File: config.mk
export PLATFORM = sky130hd
export DESIGN_NAME = branch_predict_ctrl
export DESIGN_NICKNAME = d
export VERILOG_FILES = /design/src/rtl/branch_predict_ctrl.sv
export SDC_FILE = /design/constraint.sdc
export NUM_CORES = 1
export LEC_CHECK = 0
export ABC_AREA = 1
export BUFFER_PORTS_ARGS = -buffer_cell sky130_fd_sc_hd__buf_2
export CAP_MARGIN = 20
export CORE_MARGIN = 10
export CORE_UTILIZATION = 57
export CTS_CLUSTER_DIAMETER = 30
export DETAILED_ROUTE_END_ITERATION = 8
export GPL_TIMING_DRIVEN = 0
export PLACE_DENSITY = 0.88
export SETUP_SLACK_MARGIN = 0.1
export SYNTH_ARGS = -nofsm -noshare
export SYNTH_HDL_FRONTEND = slang
export SYNTH_SLANG_ARGS = --single-unit
File: constraint.sdc
create_clock -name clk -period 5.4 [get_ports clk]
set_input_delay 1.08 -clock clk [delete_from_list [all_inputs] [get_ports clk]]
set_output_delay 1.08 -clock clk [all_outputs]
set_load 0.005 [all_outputs]
File: src/rtl/branch_predict_ctrl.sv
// rtl/branch_predict_ctrl.sv - bimodal branch predictor with mispredict redirect/flush sequencer
module branch_predict_ctrl #(
   parameter int XLEN         = 32,
   parameter int BHT_ENTRIES  = 16,
   parameter int FLUSH_CYCLES = 2,
   parameter int CNT_W        = 16
) (
   input  logic             clk,
   input  logic             reset,
   input  logic             if_valid,
   input  logic [XLEN-1:0]  if_pc,
   output logic             pred_taken,
   input  logic             ex_valid,
   input  logic [XLEN-1:0]  ex_pc,
   input  logic             ex_branch,
   input  logic             ex_jump,
   input  logic             ex_taken,
   input  logic             ex_pred_taken,
   input  logic [XLEN-1:0]  ex_target,
   input  logic             stall,
   output logic             redirect,
   output logic [XLEN-1:0]  redirect_pc,
   output logic             flush,
   output logic [CNT_W-1:0] mispredict_cnt
);

   localparam int IDXW = (BHT_ENTRIES > 1) ? $clog2(BHT_ENTRIES) : 1;
   localparam int FCW  = (FLUSH_CYCLES > 1) ? $clog2(FLUSH_CYCLES) : 1;

   typedef enum logic {
      S_IDLE,
      S_FLUSH
   } state_t;

   state_t          state_q, state_d;
   logic [FCW-1:0]  fcnt_q, fcnt_d;
   logic            flush_d;

   logic [1:0]      bht [BHT_ENTRIES];

   logic [IDXW-1:0] if_idx;
   logic [IDXW-1:0] ex_idx;
   logic            act;
   logic            is_cond_br;
   logic            mispredict;
   logic            bht_upd;
   logic [XLEN-1:0] next_pc;

   assign if_idx = if_pc[IDXW+1:2];
   assign ex_idx = ex_pc[IDXW+1:2];

   // Table read is pre-update: a same-cycle write to this entry shows up next cycle.
   assign pred_taken = if_valid & bht[if_idx][1];

   assign act        = ex_valid & ~stall & (state_q == S_IDLE);
   assign is_cond_br = ex_branch & ~ex_jump;
   assign mispredict = act & ((is_cond_br & (ex_taken != ex_pred_taken)) |
                              (ex_jump & ~ex_pred_taken));
   assign bht_upd    = act & is_cond_br;
   assign next_pc    = (ex_jump | ex_taken) ? ex_target : ex_pc + XLEN'(4);

   always_ff @(posedge clk or posedge reset) begin
      if (reset) begin
         for (int i = 0; i < BHT_ENTRIES; i++) begin
            bht[i] <= 2'b01;
         end
      end else if (bht_upd) begin
         if (ex_taken) begin
            if (bht[ex_idx] != 2'b11) bht[ex_idx] <= bht[ex_idx] + 2'b01;
         end else begin
            if (bht[ex_idx] != 2'b00) bht[ex_idx] <= bht[ex_idx] - 2'b01;
         end
      end
   end

   always_ff @(posedge clk or posedge reset) begin
      if (reset) begin
         redirect       <= 1'b0;
         redirect_pc    <= '0;
         mispredict_cnt <= '0;
      end else begin
         redirect <= mispredict;
         if (mispredict) begin
            redirect_pc <= next_pc;
            if (mispredict_cnt != {CNT_W{1'b1}}) mispredict_cnt <= mispredict_cnt + 1'b1;
         end
      end
   end

   always_ff @(posedge clk or posedge reset) begin
      if (reset) begin
         state_q <= S_IDLE;
         fcnt_q  <= '0;
         flush   <= 1'b0;
      end else begin
         state_q <= state_d;
         fcnt_q  <= fcnt_d;
         flush   <= flush_d;
      end
   end

   // Flush counts only unstalled cycles, so a frozen pipe keeps the squash window open.
   always_comb begin
      state_d = state_q;
      fcnt_d  = fcnt_q;
      flush_d = flush;
      case (state_q)
         S_IDLE: begin
            if (mispredict) begin
               state_d = S_FLUSH;
               fcnt_d  = FCW'(FLUSH_CYCLES - 1);
               flush_d = 1'b1;
            end
         end
         S_FLUSH: begin
            if (!stall) begin
               if (fcnt_q == '0) begin
                  state_d = S_IDLE;
                  flush_d = 1'b0;
               end else begin
                  fcnt_d = fcnt_q - 1'b1;
               end
            end
         end
         default: begin
            state_d = S_IDLE;
            flush_d = 1'b0;
         end
      endcase
   end

endmodule

==> qor.csv <==
stage;metric;value;unit
sta;clock_skew;0.00877;ns
worst_setup_path;crit_path_max_fanout;10;
yosys;synth_edf_count;0;
cts;ctsRootBufferMaster;clkbuf_8;
cts;clk_latency;0.37;ns
status;status;completed;
die;rows;35;
cts;cts_buffers;9;
route;drt-initial-drc-count;359;
place;dp.cells;1045;
route;avgViaCountPerCell;5.27;
worst_setup_path;rrSetupSlack;2.63;ns
worst_setup_path;endpoint_kind;register;
yosys;seq_area_frac_synth;39.6;%
flow_run;drv_cap;0;
place;hpwl;12000;um
die;pin_count;156;
die;start_util;58.3;%
yosys;synthesis.area;0.00536;mm^2
cts;clk_pin_slew;0.09;ns
sta;timing.hold.ws;0.473;ns
grt;grt_pass1_wl;25700;um
yosys;synth_top_cell_by_area;dfrtp_1;
die;fp.dieH;117;um
power;power_density;288;mW/mm^2
sta;period_share;63.5;%
finish;fin_cells;1061;
worst_hold_path;worst_hold_path.num_cells;2;
worst_setup_path;rr_worst_depth;12;
route;drtPass1Iterations;6;
cts;clock_path_buffers;2;
finish;fin_nets;1057;
finish;diodes;0;
power;leakagePower;0.00322;uW
worst_setup_path;r2r_end;bht[9]$_DFFE_PP0P_;
route;totalWireLength;15400;um
grt;grt_max_degree;47;
grt;antenna_found_initial;0;
sta;finalSetupViolations;0;
yosys;synth_nets;918;
grt;gr-total-overflow;0;
sta;final.setup.tns;0;ns
worst_setup_path;cp.arrival;3.68;ns
yosys;async_flop_share;100;%
yosys;syn_avg_cell_area;6.65;um^2
sta;drv_slew;0;
worst_setup_path;cp.required;5.65;ns
sta;hold_viol;0;
place;routabilityCongestion;0.962;
finish;syn_to_final_growth;18.2;%
power;seqPwrFrac;48.2;%
yosys;synth_area_leaders;dfrtp_1 (32%), nand2_1 (21%), nor2_1 (8.8%);
yosys;synth-seq-cells;84;
cts;cts_tree;built;
power;p_int;1180;uW
yosys;synth_common_cells;nand2_1 (293), nor2_1 (126), dfrtp_1 (68), inv_1 (67), o21ai_0 (58);
die;fp.coreArea;0.00920;mm^2
die;die_w;117;um
power;power.share.clock;23.6;%
yosys;yosys.cell_count.top_type;nand2_1;
worst_hold_path;hold_path_class;register to register;
sta;slew_headroom;47.2;%
cts;holdBufCountCts;0;
yosys;synth_flop_cell;dfrtp_1;
power;swShare;35.3;%
route;drc;0;
yosys;yosys_warnings;0;
power;switchingPower;644;uW
die;die_area;0.0137;mm^2
yosys;synthCells;806;
route;wl_per_cell;14.5;um
sta;fin_crit;3.43;ns
grt;grt_pass1_vias;5422;
worst_setup_path;critPathLaunchType;input port;
route;vias;5596;
route;ant_nets;0;
cts;htree_num_levels;3;
worst_setup_path;setup.worst_path.class;input port to register;
sta;rsz0062_at_grt;no;
grt;track_usage;23.3;%
cts;post_cts_resize_count;0;
cts;clkSinkCount;84;
finish;drive_gt1_share;20.4;%
sta;clock.fmax;292;MHz
place;port-buffer-count;127;
yosys;synth_cell_types;31;
sta;worst_slew_pin_slew;0.787;ns
cts;cts_setup_buffers;0;
yosys;yosysTopAreaCellShare;31.7;%
power;p_total;1820;uW
power;vdd_drop_max;0.000208;V
power;combPwrFrac;28.2;%
## per-layer routing
layer | track usage (%) | vias to the layer above | part of all wire (%)
met1 | 29.1 | 2546 | 42
li1 | - | 2816 | -
met3 | 6.17 | 27 | 8.5
met2 | 38.0 | 207 | 47
met4 | 8.48 | 0 | 2.3
met5 | 0 | - | 0
## worst max path at each step
stage | to | depth (start not counted) | slack [ns] | from
after floorplan | bht[11]$_DFFE_PP0P_ | 1 | 2.18 | reset
after global placement | redirect$_DFF_PP0_ | 2 | 1.20 | reset
after detailed placement | bht[9]$_DFFE_PP0P_ | 12 | 1.67 | ex_pc[3]
after CTS | bht[23]$_DFFE_PP0P_ | 22 | 2.04 | ex_pc[2]
after global routing | bht[23]$_DFFE_PP0P_ | 21 | 1.62 | ex_pc[2]
final | bht[23]$_DFFE_PP0P_ | 21 | 1.97 | ex_pc[2]
## through the flow
stage	worst slack (ns)	area (um^2)	utilization, %
after detailed placement	1.67	6170	67.1
after floorplan	2.18	5360	-
after global routing	1.62	6340	69.0
final	1.97	6340	69.0
after global placement	1.20	6140	66.7
after CTS	2.04	6340	69.0
## cell type report
class                      instances  area, um^2
timing repair buffer             128         663
fill                             854        2860
clock buffer                      10         128
multi-input combinational        632        2860
sequential                        84        2120
tap                              111         139
inverter                          70         265
clock inverter                     6        46.3
buffer                            20         123
## power groups by stage
stage,Sequential (uW),Combinational [uW],Clock [uW]
2_1_floorplan,890,263,0
3_3_place_gp,882,506,0
3_5_place_dp,888,521,0
4_1_cts,879,522,437
5_1_grt,899,590,462
6_report,880,513,430
## critical path: stages
cell and delay [ns]:
buf_2 0.15, buf_4 0.20, buf_2 0.22, a21oi_1 0.08, o21ai_0 0.07, o21ai_0 0.13
nand2_1 0.09, nand2_1 0.07, nor2_1 0.17, inv_1 0.07, ha_1 0.17, inv_1 0.05
nand2_1 0.04, o21ai_0 0.07, nand2_1 0.15, inv_1 0.20, nand2_1 0.23, inv_1 0.17
nand2_1 0.12, nand2_1 0.09, o21ai_0 0.07
## cell usage in the layout, fill, tap and decap left out, drive strengths merged
| master | count |
|---|---|
| nand2 | 298 |
| buf | 145 |
| nor2 | 136 |
| inv | 71 |
| dfrtp | 68 |
| o21ai | 64 |
| nand3 | 53 |
| a21oi | 33 |
| dfstp | 16 |
| clkbuf | 13 |
| xnor2 | 10 |
| ha | 7 |
| nand3b | 6 |
| o21bai | 6 |
| nor3 | 5 |
| xor2 | 5 |
| a31oi | 4 |
| clkinv | 3 |
| o211ai | 2 |
| clkinvlp | 2 |
| nor3b | 1 |
| and2 | 1 |
| a21boi | 1 |
## cell families (layout without fill, tap and decap cells)
family,Yosys count,in the layout,share of synthesized area [%]
simple gates,500,500,38.2
buf+inv,90,234,7.19
compound gates,110,110,10.9
xor+xnor,15,15,2.45
flops,84,84,39.6
fa+ha+maj,7,7,1.63
Power figures use the tool's default switching activity.
